--- config.mk ---
export PLATFORM = sky130hd
export DESIGN_NAME = execute_stage
export DESIGN_NICKNAME = d
export VERILOG_FILES = /design/src/rtl/y86_pkg.sv /design/src/rtl/alu.sv /design/src/rtl/cond_eval.sv /design/src/rtl/execute_stage.sv
export SDC_FILE = /design/constraint.sdc
export NUM_CORES = 1
export LEC_CHECK = 0
export ABC_AREA = 1
export CAP_MARGIN = 5
export CORE_MARGIN = 4
export CORE_UTILIZATION = 45
export CTS_CLUSTER_DIAMETER = 100
export DETAILED_ROUTE_END_ITERATION = 16
export PLACE_DENSITY = 0.79
export SLEW_MARGIN = 40
export SYNTH_ARGS = -nofsm -noshare
export SYNTH_HDL_FRONTEND = slang
export SYNTH_SLANG_ARGS = --single-unit
--- constraint.sdc ---
create_clock -name clk -period 4.4 [get_ports clk]
set_input_delay 0.66 -clock clk [delete_from_list [all_inputs] [get_ports clk]]
set_output_delay 0.66 -clock clk [all_outputs]
set_load 0.02 [all_outputs]
--- src/rtl/y86_pkg.sv ---
// Shared Y86-64 definitions: opcodes, ALU function codes, status codes,
// the "no register" id and the field values loaded by a pipeline bubble.
package y86_pkg;

    // Instruction codes
    localparam logic [3:0] IHALT   = 4'h0;
    localparam logic [3:0] INOP    = 4'h1;
    localparam logic [3:0] IRRMOVQ = 4'h2;
    localparam logic [3:0] IIRMOVQ = 4'h3;
    localparam logic [3:0] IRMMOVQ = 4'h4;
    localparam logic [3:0] IMRMOVQ = 4'h5;
    localparam logic [3:0] IOPQ    = 4'h6;
    localparam logic [3:0] IJXX    = 4'h7;
    localparam logic [3:0] ICALL   = 4'h8;
    localparam logic [3:0] IRET    = 4'h9;
    localparam logic [3:0] IPUSHQ  = 4'hA;
    localparam logic [3:0] IPOPQ   = 4'hB;

    // ALU function select (drives alu S1:S0 directly)
    localparam logic [1:0] ALUADD = 2'd0;
    localparam logic [1:0] ALUSUB = 2'd1;
    localparam logic [1:0] ALUAND = 2'd2;
    localparam logic [1:0] ALUXOR = 2'd3;

    // Status codes
    localparam logic [3:0] SAOK = 4'd1;
    localparam logic [3:0] SHLT = 4'd2;
    localparam logic [3:0] SADR = 4'd3;
    localparam logic [3:0] SINS = 4'd4;

    localparam logic [3:0] RNONE = 4'hF;

    // Bubble field values
    localparam logic [3:0] BUBBLE_STAT  = SAOK;
    localparam logic [3:0] BUBBLE_ICODE = INOP;
    localparam logic [3:0] BUBBLE_IFUN  = 4'h0;

    // Control fields of the E pipeline register
    typedef struct packed {
        logic [3:0] stat;
        logic [3:0] icode;
        logic [3:0] ifun;
        logic [3:0] dst_e;
        logic [3:0] dst_m;
    } e_ctrl_t;

    localparam e_ctrl_t E_CTRL_BUBBLE = '{
        stat:  BUBBLE_STAT,
        icode: BUBBLE_ICODE,
        ifun:  BUBBLE_IFUN,
        dst_e: RNONE,
        dst_m: RNONE
    };

    // True for the status codes that mark an excepting instruction
    function automatic logic stat_is_exc(input logic [3:0] s);
        return (s == SHLT) || (s == SADR) || (s == SINS);
    endfunction

endpackage

--- src/rtl/alu.sv ---
// 64-bit ALU: out = b op a, op selected by s (0 add, 1 sub, 2 and, 3 xor).
// Ports: a, b operands; s function select; out result; ovf signed overflow
// (only meaningful for add/sub, forced 0 for and/xor).
module alu #(
    parameter int W = 64
) (
    input  logic signed [W-1:0] a,
    input  logic signed [W-1:0] b,
    input  logic        [1:0]   s,
    output logic signed [W-1:0] out,
    output logic                ovf
);
    import y86_pkg::*;

    logic                is_arith;
    logic                is_sub;
    logic signed [W-1:0] a_op;
    logic signed [W-1:0] sum;
    logic signed [W-1:0] add_gated;
    logic signed [W-1:0] and_gated;
    logic signed [W-1:0] xor_gated;

    assign is_arith = ~s[1];
    assign is_sub   = (s == ALUSUB);

    // Subtraction reuses the adder as b + ~a + 1
    assign a_op = is_sub ? ~a : a;
    assign sum  = b + a_op + $signed({{(W-1){1'b0}}, is_sub});

    // Each unit's result is gated by its select, then all are OR-merged
    assign add_gated = sum     & {W{is_arith}};
    assign and_gated = (a & b) & {W{s == ALUAND}};
    assign xor_gated = (a ^ b) & {W{s == ALUXOR}};
    assign out       = add_gated | and_gated | xor_gated;

    // Overflow: adder inputs share a sign that the sum does not
    assign ovf = is_arith & (a_op[W-1] == b[W-1]) & (sum[W-1] != b[W-1]);

endmodule

--- src/rtl/cond_eval.sv ---
// Condition evaluator for cmovXX/jXX: maps the flags and a function code to
// the taken/move decision. Also usable by the fetch-stage predictor check.
// Ports: zf, sf, of flags; ifun condition code; cnd outcome.
module cond_eval (
    input  logic       zf,
    input  logic       sf,
    input  logic       of,
    input  logic [3:0] ifun,
    output logic       cnd
);
    logic lt;

    assign lt = sf ^ of;

    always_comb begin
        cnd = 1'b0;
        case (ifun)
            4'h0:    cnd = 1'b1;          // always
            4'h1:    cnd = lt | zf;       // le
            4'h2:    cnd = lt;            // l
            4'h3:    cnd = zf;            // e
            4'h4:    cnd = ~zf;           // ne
            4'h5:    cnd = ~lt;           // ge
            4'h6:    cnd = ~lt & ~zf;     // g
            default: cnd = 1'b0;
        endcase
    end

endmodule

--- src/rtl/execute_stage.sv ---
// Y86-64 execute stage: E pipeline register, ALU operand/function select,
// condition-code register, cmov/jXX condition, M pipeline register, and the
// combinational e_valE/e_dstE forwarding taps.
// Ports: clk/rst (sync, active-high); E_bubble/M_bubble; d_* decode fields;
// m_stat/W_stat later-stage status; e_valE/e_dstE/e_Cnd forwarding taps;
// ZF/SF/OF flags; M_* memory-stage register outputs.
module execute_stage #(
    parameter int W          = 64,
    parameter int STACK_STEP = 8
) (
    input  logic         clk,
    input  logic         rst,
    input  logic         E_bubble,
    input  logic         M_bubble,
    input  logic [3:0]   d_stat,
    input  logic [3:0]   d_icode,
    input  logic [3:0]   d_ifun,
    input  logic [W-1:0] d_valC,
    input  logic [W-1:0] d_valA,
    input  logic [W-1:0] d_valB,
    input  logic [3:0]   d_dstE,
    input  logic [3:0]   d_dstM,
    input  logic [3:0]   m_stat,
    input  logic [3:0]   W_stat,
    output logic [W-1:0] e_valE,
    output logic [3:0]   e_dstE,
    output logic         e_Cnd,
    output logic         ZF,
    output logic         SF,
    output logic         OF,
    output logic [3:0]   M_stat,
    output logic [3:0]   M_icode,
    output logic         M_Cnd,
    output logic [W-1:0] M_valE,
    output logic [W-1:0] M_valA,
    output logic [3:0]   M_dstE,
    output logic [3:0]   M_dstM
);
    import y86_pkg::*;

    localparam logic signed [W-1:0] STEP_POS = W'(STACK_STEP);
    localparam logic signed [W-1:0] STEP_NEG = -STEP_POS;

    e_ctrl_t             ex_ctrl_p0;
    logic signed [W-1:0] ex_valc_p0;
    logic signed [W-1:0] ex_vala_p0;
    logic signed [W-1:0] ex_valb_p0;

    logic signed [W-1:0] alu_a;
    logic signed [W-1:0] alu_b;
    logic        [1:0]   alu_fun;
    logic signed [W-1:0] alu_out;
    logic                alu_ovf;
    logic                set_cc;

    // ---- Stage boundary: decode -> E register ----
    always_ff @(posedge clk) begin
        if (rst || E_bubble) begin
            ex_ctrl_p0 <= E_CTRL_BUBBLE;
            ex_valc_p0 <= '0;
            ex_vala_p0 <= '0;
            ex_valb_p0 <= '0;
        end else begin
            ex_ctrl_p0 <= '{stat: d_stat, icode: d_icode, ifun: d_ifun,
                            dst_e: d_dstE, dst_m: d_dstM};
            ex_valc_p0 <= $signed(d_valC);
            ex_vala_p0 <= $signed(d_valA);
            ex_valb_p0 <= $signed(d_valB);
        end
    end

    always_comb begin
        alu_a = '0;
        case (ex_ctrl_p0.icode)
            IRRMOVQ, IOPQ:             alu_a = ex_vala_p0;
            IIRMOVQ, IRMMOVQ, IMRMOVQ: alu_a = ex_valc_p0;
            ICALL, IPUSHQ:             alu_a = STEP_NEG;
            IRET, IPOPQ:               alu_a = STEP_POS;
            default:                   alu_a = '0;
        endcase
    end

    always_comb begin
        alu_b = '0;
        case (ex_ctrl_p0.icode)
            IRMMOVQ, IMRMOVQ, IOPQ, ICALL, IRET, IPUSHQ, IPOPQ:
                     alu_b = ex_valb_p0;
            default: alu_b = '0;
        endcase
    end

    assign alu_fun = (ex_ctrl_p0.icode == IOPQ) ? ex_ctrl_p0.ifun[1:0] : ALUADD;

    alu #(.W(W)) u_alu (
        .a   (alu_a),
        .b   (alu_b),
        .s   (alu_fun),
        .out (alu_out),
        .ovf (alu_ovf)
    );

    assign e_valE = alu_out;

    // Flags must not change if an older instruction ahead of us has faulted
    assign set_cc = (ex_ctrl_p0.icode == IOPQ) &&
                    !stat_is_exc(m_stat) && !stat_is_exc(W_stat);

    always_ff @(posedge clk) begin
        if (rst) begin
            ZF <= 1'b1;
            SF <= 1'b0;
            OF <= 1'b0;
        end else if (set_cc) begin
            ZF <= (alu_out == '0);
            SF <= alu_out[W-1];
            OF <= alu_ovf;
        end
    end

    // Condition uses the flags as they stood before this instruction
    cond_eval u_cond_eval (
        .zf   (ZF),
        .sf   (SF),
        .of   (OF),
        .ifun (ex_ctrl_p0.ifun),
        .cnd  (e_Cnd)
    );

    // A cmov that is not taken writes nowhere
    assign e_dstE = ((ex_ctrl_p0.icode == IRRMOVQ) && !e_Cnd) ? RNONE
                                                               : ex_ctrl_p0.dst_e;

    // ---- Stage boundary: E -> M register ----
    always_ff @(posedge clk) begin
        if (rst || M_bubble) begin
            M_stat  <= BUBBLE_STAT;
            M_icode <= BUBBLE_ICODE;
            M_Cnd   <= 1'b0;
            M_valE  <= '0;
            M_valA  <= '0;
            M_dstE  <= RNONE;
            M_dstM  <= RNONE;
        end else begin
            M_stat  <= ex_ctrl_p0.stat;
            M_icode <= ex_ctrl_p0.icode;
            M_Cnd   <= e_Cnd;
            M_valE  <= alu_out;
            M_valA  <= ex_vala_p0;
            M_dstE  <= e_dstE;
            M_dstM  <= ex_ctrl_p0.dst_m;
        end
    end

endmodule

### Word-level counts from Yosys, hierarchy flattened

Index checks and enable logic that the tools add are counted.

| word-level totals | value |
|---|---|
| register bits after elaboration | 360 |
| word-level logic and storage cells | 87 |
| output and inout bits | 217 |
| input port bits | 224 |

| operators by class | value |
|---|---|
| add/sub/neg operators | 2 |
| multiplexer cells | 6 |
| bitwise gates (word level) | 16 |
| reductions and logical operators | 19 |
| equality and inequality tests | 26 |

Operators with widths:

| cell | number |
|---|---|
| $and A64 B64 Y64 | 4 |
| $pmux W64 S4 | 1 |
| $mux W64 | 2 |
| $or A64 B64 Y64 | 2 |
| $add A64 B2 Y64 | 1 |
| $add A64 B64 Y64 | 1 |
| $logic_not A64 Y1 | 1 |
| $not A64 Y64 | 1 |
| $xor A64 B64 Y64 | 1 |
| $eq A4 B2 Y1 const B | 8 |
| $eq A4 B3 Y1 const B | 8 |
| $eq A4 B4 Y1 const B | 4 |
| $pmux W1 S7 | 1 |
| $reduce_or A7 Y1 | 1 |
| $logic_or A1 B1 Y1 | 6 |
| $reduce_or A2 Y1 | 3 |
| $eq A2 B2 Y1 const B | 2 |
| $eq A4 B1 Y1 const B | 1 |
| $logic_not A4 Y1 | 1 |
| $mux W4 | 1 |
| $and A1 B1 Y1 | 3 |
| $logic_and A1 B1 Y1 | 3 |
| $logic_not A1 Y1 | 3 |
| $not A1 Y1 | 3 |
| other kinds (7) | 7 |

### Logic depth before layout (Yosys ltp)

Gate-level depths: netlist of run 1.

| logic depth | value |
|---|---|
| word-level depth | 11 |
| mapped depth | 31 |
| mapped depth without buffers | 30 |

### Modules after synthesis

A second synthesis of run 1 with hierarchy kept.

| second synthesis, totals | value |
|---|---|
| cell total of the unflattened synthesis | 3007 |
| area, all modules | 19904.1 µm² |

Modules (own cells, without submodules):

| module | cells an instance | sequential area each (µm²) | area each (µm²) | times used |
|---|---|---|---|---|
| execute_stage | 1486 | 7206.9 | 11917.7 | 1 |
| alu | 1498 | 0.0 | 7891.3 | 1 |
| cond_eval | 23 | 0.0 | 95.1 | 1 |

### Worst setup path before layout of run 1

No wires, ideal clock.

| path | value |
|---|---|
| kind | register to output |
| start | register ex_ctrl_p0[14] (netlist name) |
| end | output e_valE[35] |
| data required time | 3740 ps |
| arrival time | 3150 ps |
| cell stages (with the launch flop) | 20 |
| buffers on the path | 2 |
| slack | 590 ps |
| path through | dfxtp_1 nor2_1 nand2_1 clkbuf_1 clkbuf_1 o211ai_1 xnor2_1 ha_1 a21oi_1 o21a_1 nor2_1 nor2_2 inv_1 a21oi_1 nand2_2 nand2_1 nand2_1 or2_1 nand3_1 nand2_1 |

| on the way | value |
|---|---|
| longest elaborated chain between the ends | 10 |

RTL lines:

| item | RTL line | source |
|---|---|---|
| start, declared | execute_stage.sv:44 | `e_ctrl_t ex_ctrl_p0;` |
| start signal, assigned | execute_stage.sv:64 | `ex_ctrl_p0 <= '{stat: d_stat, icode: d_icode, ifun: d_ifun,` |
| $eq A4 B3 Y1, or another cell as far along | execute_stage.sv:74, execute_stage.sv:85 |  |
| $reduce_or A3 Y1 / $reduce_or A2 Y1 (equally long branches) | execute_stage.sv:74 | `case (ex_ctrl_p0.icode)` |
| $pmux W64 S4 | execute_stage.sv:74 |  |
| $not A64 Y64 | alu.sv:27 | `assign a_op = is_sub ? ~a : a;` |
| $mux W64 | alu.sv:27 |  |
| $add A64 B64 Y64 | alu.sv:28 | `assign sum = b + a_op + $signed({{(W-1){1'b0}}, is_sub});` |
| $add A64 B2 Y64 | alu.sv:28 |  |
| $and A64 B64 Y64 | alu.sv:31 | `assign add_gated = sum & {W{is_arith}};` |
| $or A64 B64 Y64 | alu.sv:34 | `assign out = add_gated \| and_gated \| xor_gated;` |
| $or A64 B64 Y64 * | alu.sv:34 |  |
| end, declared | execute_stage.sv:25 | `output logic [W-1:0] e_valE,` |

Every way passes the cells marked *; elsewhere a longest branch is shown, timed or not.

### Worst setup path in the final report of run 1

| path | value |
|---|---|
| start | register ex_ctrl_p0[12] (netlist name) |
| end | output e_valE[42] |

The elaborated chain is that of the path after synthesis.

==> results.sh, run 1 <==
export IMPL_slew_headroom=0.4737
export IMPL_grt_antenna_before_repair=2
export IMPL_drt_iter0_drc=1813
export IMPL_final_setup_viol_count=49
export IMPL_hold_viol_final=0
export IMPL_die_x_um=216.5
export IMPL_max_cap_violations=0
export IMPL_fin_crit_ps=4826
export IMPL_rows=76
export IMPL_drive_gt1_frac=0.3323
export IMPL_die_h_um=216.5
export IMPL_r2r_start="ex_ctrl_p0[12]$_SDFF_PP1_"
export IMPL_gp_congestion=1.014
export IMPL_worst_slack_ps=-426.0
export IMPL_setup_worst_path_end="e_valE[42]"
export IMPL_avgViaCountPerCell=5.061
export IMPL_required_ps=3740
export IMPL_startpoint_type="register"
export IMPL_routedWlPerCell_um=19.40
export IMPL_power_density_mw_per_mm2=228.7
export IMPL_whs_ps=410.7
export IMPL_rsz0062_at_grt="yes"
export IMPL_hold_path_class="reg -> reg"
export IMPL_fin_crit_sh=1.097
export IMPL_syn_cell_area_mm2=0.01956
export IMPL_seq_area_frac_synth=0.3685
export IMPL_cp_startpoint="ex_ctrl_p0[12]$_SDFF_PP1_"
export IMPL_syn_nets=3230
export IMPL_drc=0
export IMPL_totalWireLength_um=86050
export IMPL_synth_edf_count=0
export IMPL_vias=22450
export IMPL_first_pass_iters=5
export IMPL_grt_pass1_wl_um=119100
export IMPL_endpoint_kind="output port"
export IMPL_reg2regPathDepth=35
export IMPL_portBuffers=440
export IMPL_yosysWarningCount=0
export IMPL_core_area_mm2=0.04298
export IMPL_slew_viol_final=0
export IMPL_fillers=3052
export IMPL_yosysUniqueCellTypes=44
export IMPL_peakVddDrop_uv=293.9
export IMPL_clk_pin_slew_worst_paths_ps=50
export IMPL_ys_ff_latch=360
export IMPL_synthFlopType="dfxtp_1"
export IMPL_dpl_hpwl_um=63960
export IMPL_die_area_mm2=0.04686
export IMPL_cellLeakagePower_nw=15.74
export IMPL_cts_buffer_depth=3
export IMPL_rrSetupSlack_ps=-410
export IMPL_synthTopCellsByArea="dfxtp_1 37%, inv_1 12%, nor2_1 11%"
export IMPL_synth_cells=2879
export IMPL_ys_async_sr_fraction=0
export IMPL_synth_area_per_cell_um2=6.793
export IMPL_start_util=0.4550
export IMPL_htreeDepth=2
export IMPL_clk_latency_ps=570
export IMPL_setup_tns_ps=-11680
export IMPL_cts_root_buffer="clkbuf_16"
export IMPL_yosys_area_top_type="dfxtp_1"
export IMPL_cts_hold_buf=0
export IMPL_synth_top_area_frac=0.3685
export IMPL_r2r_end="ZF$_SDFFE_PP1P_"
export IMPL_cts_tree="done"
export IMPL_syn2layout_area_growth_pct=68.74
export IMPL_grtUsageTotal=0.3287
export IMPL_nets=4175
export IMPL_drtAntennaViolNets=0
export IMPL_grt_max_degree=82
export IMPL_status="finished with violations"
export IMPL_grt_pass1_vias=20830
export IMPL_path_class="reg -> out"
export IMPL_violations="negative setup slack"
export IMPL_worstMarginPinSlew_ps=788.3
export IMPL_cts_buffers_inserted=37
export IMPL_cts_sinks=360
export IMPL_timing_fmax_mhz=207.2
export IMPL_post_place_ws_ps=-276.2
export IMPL_crit_fanout=6
export IMPL_overflow=0
export IMPL_fin_skew_ps=26.72
export IMPL_io_pins=441
export IMPL_crit_arrival_ps=4170
[per-layer routing]
layer / track usage / share of wire
met5: 0 / 0
met4: 0.08598 / 0.033
met3: 0.05454 / 0.088
met2: 0.5362 / 0.46
met1: 0.4545 / 0.42
[cells in the mapped netlist (3+ instances only)]
cell type  instances
nor2_1           555
inv_1            618
o211ai_1          63
o21ai_0           58
buf_1             15
clkbuf_1          57
o21ai_1            6
nand3_2            8
nand2_2           16
ha_1             126
nand3_1          113
nand2_4            3
nand3b_1          19
a21oi_1          152
nand4_1           15
a21boi_0           3
nor2_2             3
nand2_1          458
or2_2             19
nor3_1            21
buf_2             14
o21a_1             9
dfxtp_1          360
a22o_1            60
a31oi_1            5
a21o_1             6
xnor2_1           62
inv_2              7
o21bai_1          11
xor2_1             3
[sequential cells by signal (all words and copies together) (netlist names), 4 cells and up]
signal	flops
M_valA	64
M_valE	64
ex_vala_p0	64
ex_valb_p0	64
ex_valc_p0	64
ex_ctrl_p0	20
M_dstE	4
M_dstM	4
M_icode	4
M_stat	4
[worst max-delay path: stages, from the launching register on]
cell and delay, ps:
dfxtp_2 330, inv_2 60, nand2_2 60, nor2_4 170, inv_8 90, buf_12 140, clkbuf_16 150, o211ai_1 190
buf_4 170, xnor2_1 70, ha_1 390, nand2_1 120, nand2_1 100, inv_1 80, nand2_2 110, a21oi_4 190
o21ai_0 100, nand2_1 80, nand3b_1 270, a21oi_1 210, o21ai_1 80, buf_4 150, nand2_1 70, buf_6 130
buf_12 110
[how the worst min path moves through the flow]
| stage | cells after the start | slack, ps | from | endpoint |
|---|---|---|---|---|
| after CTS | 1 | 410 | ex_ctrl_p0[1]$_SDFF_PP1_ | M_dstM[1]$_SDFF_PP1_ |
| after floorplan | 1 | 390 | ex_ctrl_p0[0]$_SDFF_PP1_ | M_dstM[0]$_SDFF_PP1_ |
| after global placement | 1 | 390 | ex_ctrl_p0[16]$_SDFF_PP1_ | M_stat[0]$_SDFF_PP1_ |
| after global routing | 1 | 430 | ex_ctrl_p0[0]$_SDFF_PP1_ | M_dstM[0]$_SDFF_PP1_ |
| after detailed placement | 1 | 400 | ex_ctrl_p0[1]$_SDFF_PP1_ | M_dstM[1]$_SDFF_PP1_ |
| final | 2 | 410 | ex_ctrl_p0[18]$_SDFF_PP0_ | M_stat[2]$_SDFF_PP0_ |
[kinds of logic (layout without fill, tap and decap cells)]
kind of cell               Yosys count  in the layout  share of synthesized area
and+or+nand+nor                   1238           1238                     0.2624
xor gates and xnor gates            65             65                    0.02911
buffers and inverters              711           1681                     0.1374
AOI/OAI and AO/OA                  378            378                     0.1210
adders and majority gates          127            127                    0.08163
DFF                                360            360                     0.3685
other                                0              2                          0
[what timing repair did]
action                                 4_1_cts  5_1_grt
cloned                                       1        5
gates resized for setup                    248      636
endpoints found under the hold margin        0        0
setup endpoints to repair                   55       59
setup buffers                               36      101
pin swaps                                   51      187
[report_power, final]
| part | switching, mW | internal [mW] |
|---|---|---|
| logic | 0.564 | 0.558 |
| registers | 0.0335 | 3.36 |
| clock network | 1.32 | 1.72 |
[stage by stage]
step / total power [mW] / utilization / std cells / area, um^2
3_3_place_gp: 4.411 / 0.6457 / 4231 / 27750
3_5_place_dp: 4.424 / 0.6457 / 4231 / 27750
6_report: 7.547 / 0.7678 / 4436 / 33000
4_1_cts: 7.454 / 0.6962 / 4332 / 29920
2_1_floorplan: 3.845 / - / 2879 / 19560
5_1_grt: 7.789 / 0.7678 / 4436 / 33000
[layout by cell type, fill, tap and decap left out, types with 7 or more instances in the layout]
cell and instances:
clkdlybuf4s50_1 379, nand2_4 45, nor3_1 7, xnor2_1 58, a21oi_4 19, nand3_2 48
nand4_1 15, ha_4 10, or2_2 17, inv_1 580, inv_2 36, buf_6 78
ha_1 100, o21ai_1 31, nand2_1 281, ha_2 16, a22o_1 60, dfxtp_1 356
nor2_1 426, buf_4 485, o21ai_2 16, nand3_4 14, nor3_4 7, clkinv_2 9
o21a_1 8, nand3b_1 19, nand2_2 146, clkbuf_16 42, a21oi_1 81, nor2_2 84
nor2_4 49, o211ai_1 63, nand3_1 60, nor3_2 8, buf_12 36, a21oi_2 52
o21ai_0 15
[layout make-up]
| cell class | count | area [um^2] | share of cell area |
|---|---|---|---|
| timing repair buffer | 992 | 9260 | 0.2806 |
| sequential | 360 | 7217 | 0.2187 |
| antenna | 2 | 5.005 | 0.0001517 |
| tap | 585 | 732.0 | 0.02218 |
| multi-input combinational | 1808 | 12260 | 0.3714 |
| clock buffer | 49 | 1031 | 0.03124 |
| clock inverter | 15 | 121.4 | 0.003678 |
| inverter | 625 | 2377 | 0.07204 |
No activity file was read; power rests on OpenSTA's default activity.
==> run 2, diff against run 1 <==
--- a/config.mk
+++ b/config.mk
@@ -10,8 +10,10 @@
 export CORE_MARGIN = 4
 export CORE_UTILIZATION = 45
 export CTS_CLUSTER_DIAMETER = 100
+export CTS_CLUSTER_SIZE = 24
 export DETAILED_ROUTE_END_ITERATION = 16
-export PLACE_DENSITY = 0.79
+export PLACE_DENSITY_LB_ADDON = 0.08
+export SETUP_SLACK_MARGIN = 0.5
 export SLEW_MARGIN = 40
 export SYNTH_ARGS = -nofsm -noshare
 export SYNTH_HDL_FRONTEND = slang
==> run 2 against run 1 <==
The run still ends with negative setup slack left. Final cell count is 3.5% higher. Worst setup slack worse by 69 ps. Power is 14% lower. First-iteration DRC count is 23% higher. Via count is 7.2% higher. Non-clock buffer count is 196 higher. Sequential share of layout area is 0.74 points lower. Register-to-register slack better by 20 ps. Count of clock-buffer cells in the layout is 30 lower. Die area stayed put. Maximum frequency is 1.4% lower. Critical endpoint is now e_valE[57]. Highest routed layer is now met5.
==> results.sh, run 2 (same netlist as run 1, synthesis figures left out) <==
export IMPL_status="finished with violations"
export IMPL_violations="negative setup slack"
export IMPL_max_cap_violations=0
export IMPL_worst_slack_ps=-494.6
export IMPL_path_class="reg -> out"
export IMPL_hold_path_class="reg -> reg"
export IMPL_required_ps=3740
export IMPL_nets=4356
export IMPL_grt_max_degree=99
export IMPL_die_h_um=216.5
export IMPL_drive_gt1_frac=0.3758
export IMPL_diodes=0
export IMPL_die_area_mm2=0.04686
export IMPL_rsz0062_at_grt="yes"
export IMPL_final_cell_mix="685 x buf_4, 558 x inv_1, 425 x nor2_1"
export IMPL_die_x_um=216.5
export IMPL_core_area_mm2=0.04298
export IMPL_final_setup_viol_count=55
export IMPL_gp_congestion=1.067
export IMPL_worstMarginPinSlew_ps=807.5
export IMPL_fin_crit_ps=4895
export IMPL_clk_latency_ps=570
export IMPL_design_area_mm2=0.03417
export IMPL_swShare=0.2683
export IMPL_startpoint_type="register"
export IMPL_routedWlPerCell_um=20.43
export IMPL_cp_num_buf_inv=10
export IMPL_p_sw_mw=1.739
export IMPL_cts_sinks=360
export IMPL_drt_iter0_drc=2224
export IMPL_crit_slowest_cell="ha_2"
export IMPL_peakVddDrop_uv=382.4
export IMPL_drc=0
export IMPL_grt_pass1_vias=22950
export IMPL_grt_pass1_wl_um=127900
export IMPL_pwr_share_clk=0.293
export IMPL_critical_path_top_delay_family="buffers and inverters"
export IMPL_syn2layout_area_growth_pct=74.72
export IMPL_overflow=0
export IMPL_power_density_mw_per_mm2=189.7
export IMPL_htreeDepth=1
export IMPL_start_util=0.4550
export IMPL_whs_ps=417.4
export IMPL_dpl_instance_area_mm2=0.02869
export IMPL_cts_root_buffer="clkbuf_16"
export IMPL_crit_fanout=5
export IMPL_final_common_cell="buf_4"
export IMPL_first_pass_iters=5
export IMPL_slew_viol_final=0
export IMPL_timing_fmax_mhz=204.3
export IMPL_setup_tns_ps=-14460
export IMPL_clk_pin_slew_worst_paths_ps=90
export IMPL_rows=76
export IMPL_avgViaCountPerCell=5.243
export IMPL_crit_arrival_ps=4230
export IMPL_worst_path_most_repeated_cell="nand2_1"
export IMPL_dpl_hpwl_um=67770
export IMPL_pwr_share_comb=0.184
export IMPL_endpoint_kind="output port"
export IMPL_utilization=0.7950
export IMPL_grtUsageTotal=0.3493
export IMPL_cts_buffer_depth=3
export IMPL_cts_tree="done"
export IMPL_grt_antenna_before_repair=2
export IMPL_power_total_mw=6.483
export IMPL_io_pins=441
export IMPL_cp_slowest_stage_delay_ps=360
export IMPL_fin_skew_ps=54.79
export IMPL_totalWireLength_um=93820
export IMPL_slew_headroom=0.4617
export IMPL_fin_crit_sh=1.112
export IMPL_seq_power_share=0.523
export IMPL_drtAntennaViolNets=0
export IMPL_vias=24080
export IMPL_hold_viol_final=0
export IMPL_cts_buffers_inserted=19
export IMPL_portBuffers=440
export IMPL_cts_hold_buf=0
export IMPL_power_internal_mw=4.744
export IMPL_cellLeakagePower_nw=16.55
## run 2: timing repair
action                                  4_1_cts  5_1_grt
pin swaps                                   100      240
endpoints found under the setup margin       90       86
resized for setup                           453      595
setup buffers                                88      105
endpoints found under the hold margin         0        0
cloned                                        3        6
## run 2: final cells by class
class	count	area, um^2
Clock buffer	19	475.5
Clock inverter	4	41.29
Fill cell	2821	8810
Inverter	625	2380
Multi-Input combinational cell	1808	12640
Sequential cell	360	7219
Tap cell	585	732.0
Timing Repair Buffer	1188	10650
Timing Repair inverter	3	31.28
## run 2: power by group through the flow
stage	Combinational, mW	Clock, mW	Sequential [mW]
2_1_floorplan	0.366	0	3.48
3_3_place_gp	0.974	0	3.46
3_5_place_dp	0.991	0	3.46
4_1_cts	1.05	1.90	3.38
5_1_grt	1.26	2.01	3.40
6_report	1.19	1.90	3.39
## run 2: worst paths after layout
check	startpoint	endpoint	slack, ps	cells after the start
min reg2reg	ex_ctrl_p0[16]$_SDFF_PP1_	M_stat[0]$_SDFF_PP1_	420	1
max	ex_ctrl_p0[12]$_SDFF_PP1_	e_valE[57]	-490	25
max reg2reg	ex_ctrl_p0[12]$_SDFF_PP1_	M_valE[37]$_SDFF_PP0_	-390	33
min	ex_ctrl_p0[16]$_SDFF_PP1_	M_stat[0]$_SDFF_PP1_	420	1
## run 2: stage by stage
stage / cells / worst slack (ps)
global placement: 4367 / -899.8
detailed placement: 4367 / -807.6
CTS: 4481 / -414.5
finish: 4592 / -494.6
global route: 4592 / -578.9
floorplan: 2879 / 590.1
## run 2: worst register-to-register path: cells and delay by family, from the launching register on
kind / cells / cell delay [ps]
compound gates: 8 / 1170
flops: 1 / 340
fa+ha+maj: 1 / 260
buf+inv: 19 / 2430
simple gates: 4 / 410
xor+xnor: 1 / 140
## run 2: layer usage
metal  track usage  vias to the layer above  share of wire  wire [um]
li1              -                    11090              -          -
met1        0.4648                    11340           0.39      37010
met2        0.5678                     1334           0.45      42660
met3       0.07978                      309           0.10       9588
met4        0.1071                        2          0.048       4543
met5             0                        -        0.00021         20
==> run 3, diff against run 2 <==
--- a/config.mk
+++ b/config.mk
@@ -5,7 +5,6 @@
 export SDC_FILE = /design/constraint.sdc
 export NUM_CORES = 1
 export LEC_CHECK = 0
-export ABC_AREA = 1
 export CAP_MARGIN = 5
 export CORE_MARGIN = 4
 export CORE_UTILIZATION = 45
==> run 3 against run 2 <==
The run still ends with negative setup slack left. Synthesized area fell by 3.1%. Count of clock-buffer cells in the layout rose by 1. Sequential power barely moved. Critical path depth fell by 4. Non-clock buffer count fell by 65. Maximum frequency fell by 9.5%. Utilization fell by 1.2 points. Register-to-register slack got worse by 360 ps. Flip-flop and latch count did not move. Power fell by 2.3%. Die area fell by 3.0%. Critical endpoint is now e_valE[34].
==> results.sh, run 3 <==
export IMPL_die_h_um=213.2
export IMPL_avgViaCountPerCell=5.597
export IMPL_nets=3464
export IMPL_synth_area_per_cell_um2=8.998
export IMPL_yosysUniqueCellTypes=93
export IMPL_path_cells="or2b_1 > a21oi_4 > buf_6 > buf_6 > clkbuf_16 > buf_6 > a22o_4 > xnor2_4 > fa_2 > buf_6 > a21oi_4 > o211ai_4 > a22o_4 > o211ai_1 > nand2_1 > a221oi_2 > xor2_2 > buf_4 > nand2b_4 > nand2_4 > buf_6"
export IMPL_vias=20410
export IMPL_required_ps=3740
export IMPL_syn_nets=2457
export IMPL_final_cell_mix="550 x buf_4, 377 x and2_1, 373 x clkdlybuf4s50_1"
export IMPL_ys_async_sr_fraction=0
export IMPL_cts_buffers_inserted=18
export IMPL_hold_viol_final=0
export IMPL_syn2layout_area_growth_pct=70.30
export IMPL_dp_cells=3462
export IMPL_drtAntennaViolNets=0
export IMPL_crit_slowest_cell="fa_2"
export IMPL_crit_arrival_ps=4750
export IMPL_hold_path_end="M_stat[0]$_SDFF_PP1_"
export IMPL_power_density_mw_per_mm2=196.2
export IMPL_fin_crit_ps=5407
export IMPL_timing_fmax_mhz=185.0
export IMPL_dpl_hpwl_um=60600
export IMPL_endpoint_kind="output port"
export IMPL_worst_slack_ps=-1007
export IMPL_startpoint_type="register"
export IMPL_slew_headroom=0.3789
export IMPL_yosysMostFrequentCell="and2_1"
export IMPL_r2r_start="ex_ctrl_p0[14]$_SDFF_PP0_"
export IMPL_syn_cell_area_mm2=0.01895
export IMPL_grt_pass1_wl_um=114400
export IMPL_die_x_um=213.2
export IMPL_totalWireLength_um=81110
export IMPL_cellLeakagePower_nw=14.39
export IMPL_synth_cells=2106
export IMPL_cts_sinks=360
export IMPL_synth_top_area_frac=0.3803
export IMPL_first_pass_iters=6
export IMPL_worstMarginPinSlew_ps=926.1
export IMPL_final_setup_viol_count=61
export IMPL_drt_iter0_drc=1583
export IMPL_portBuffers=440
export IMPL_overflow=0
export IMPL_synth_edf_count=0
export IMPL_cts_tree="done"
export IMPL_hold_path_class="reg -> reg"
export IMPL_path_class="reg -> out"
export IMPL_io_pins=441
export IMPL_whs_ps=419.9
export IMPL_core_area_mm2=0.04120
export IMPL_grt_pass1_vias=19950
export IMPL_cp_slowest_stage_delay_ps=380
export IMPL_grt_antenna_before_repair=4
export IMPL_cts_root_buffer="clkbuf_16"
export IMPL_final_common_cell="buf_4"
export IMPL_start_util=0.4599
export IMPL_min_from="ex_ctrl_p0[16]$_SDFF_PP1_"
export IMPL_synthTopCellsByArea="dfxtp_1 38%, and2_1 13%, ha_1 8.3%"
export IMPL_fin_cells=3647
export IMPL_status="finished with violations"
export IMPL_synthFlopType="dfxtp_1"
export IMPL_seq_area_frac_synth=0.3803
export IMPL_hold_path_depth=1
export IMPL_drive_gt1_frac=0.3739
export IMPL_rows=74
export IMPL_die_area_mm2=0.04546
export IMPL_cts_buffer_depth=3
export IMPL_cp_startpoint="ex_ctrl_p0[14]$_SDFF_PP0_"
export IMPL_violations="negative setup slack"
export IMPL_clk_latency_ps=550
export IMPL_peakVddDrop_uv=291.5
export IMPL_routedWlPerCell_um=22.24
export IMPL_htreeDepth=1
export IMPL_worst_path_most_repeated_cell="buf_6"
export IMPL_ys_ff_latch=360
export IMPL_max_cap_violations=0
export IMPL_power_total_mw=6.332
export IMPL_slew_viol_final=0
export IMPL_cts_hold_buf=0
export IMPL_gp_congestion=0.9923
export IMPL_synth_commonest_cells="381 x and2_1, 360 x dfxtp_1, 126 x ha_1"
export IMPL_utilization=0.7833
export IMPL_grt_max_degree=151
export IMPL_rsz0062_at_grt="yes"
export IMPL_reg2regPathDepth=27
export IMPL_fin_crit_sh=1.229
export IMPL_r2r_end="ZF$_SDFFE_PP1P_"
export IMPL_grtUsageTotal=0.3225
export IMPL_drc=0
export IMPL_yosysWarningCount=0
export IMPL_crit_fanout=5
export IMPL_yosys_area_top_type="dfxtp_1"
export IMPL_fin_skew_ps=22.72
export IMPL_clk_pin_slew_worst_paths_ps=110
export IMPL_rrSetupSlack_ps=-750
## run 3: per-layer routing
metal	up-vias	share of wire	global-route usage
li1	9446	-	-
met1	9738	0.43	0.4479
met2	1030	0.44	0.5041
met3	193	0.10	0.08243
met4	4	0.030	0.08276
met5	-	0.00030	0
## run 3: critical path, delay by kind of cell (launching register included)
| family | cells | cell delay [ps] |
|---|---|---|
| compound gates | 7 | 1570 |
| xor+xnor | 2 | 410 |
| fa+ha+maj | 1 | 380 |
| buf+inv | 7 | 910 |
| flops | 1 | 360 |
| simple gates | 4 | 560 |
## run 3: kinds of logic (layout without fill, tap and decap cells)
group | after synthesis | after routing | synth area share
muxes | 61 | 61 | 0.03400
DFF | 360 | 360 | 0.3803
AOI/OAI and AO/OA | 447 | 449 | 0.1701
adders and majority gates | 127 | 127 | 0.08425
other | 0 | 2 | 0
xor gates and xnor gates | 91 | 91 | 0.04206
and+or+nand+nor | 840 | 841 | 0.2494
buffers and inverters | 180 | 1184 | 0.03988
## run 3: per-stage QoR
stage                     setup slack [ps]  TNS [ps]  area, um^2
after floorplan                     -25.90    -25.90       19510
after global placement              -929.4    -17930       27890
after detailed placement            -933.3    -21100       27890
after CTS                           -909.7    -31290       30560
after global routing                 -1097    -45800       32270
final                                -1007    -39970       32270
## run 3: final cells by class
class,count,area (um^2)
diodes,2,5.005
clock buffers,20,479.2
fillers,2636,8929
inverters,41,160.2
multi-input cells,1569,13360
flip-flops and latches,360,7221
well taps,532,665.6
repair buffers,1123,10390
## run 3: worst max path at each step
stage,to,slack [ps],depth (start not counted)
floorplan,e_valE[56],-30,19
global placement,e_valE[34],-930,19
global route,e_valE[56],-1100,22
finish,e_valE[34],-1010,21
CTS,e_valE[63],-910,22
detailed placement,e_valE[59],-930,16
## run 3: report_power, final
| group | switching, mW | internal [mW] |
|---|---|---|
| sequential | 0.0443 | 3.35 |
| combinational | 0.518 | 0.625 |
| clock | 1.01 | 0.776 |
## run 3: timing repair
item,CTS,global route
buffers inserted,89,68
pin swaps,104,135
setup endpoints to repair,106,113
cloned,3,3
gates resized for setup,470,259
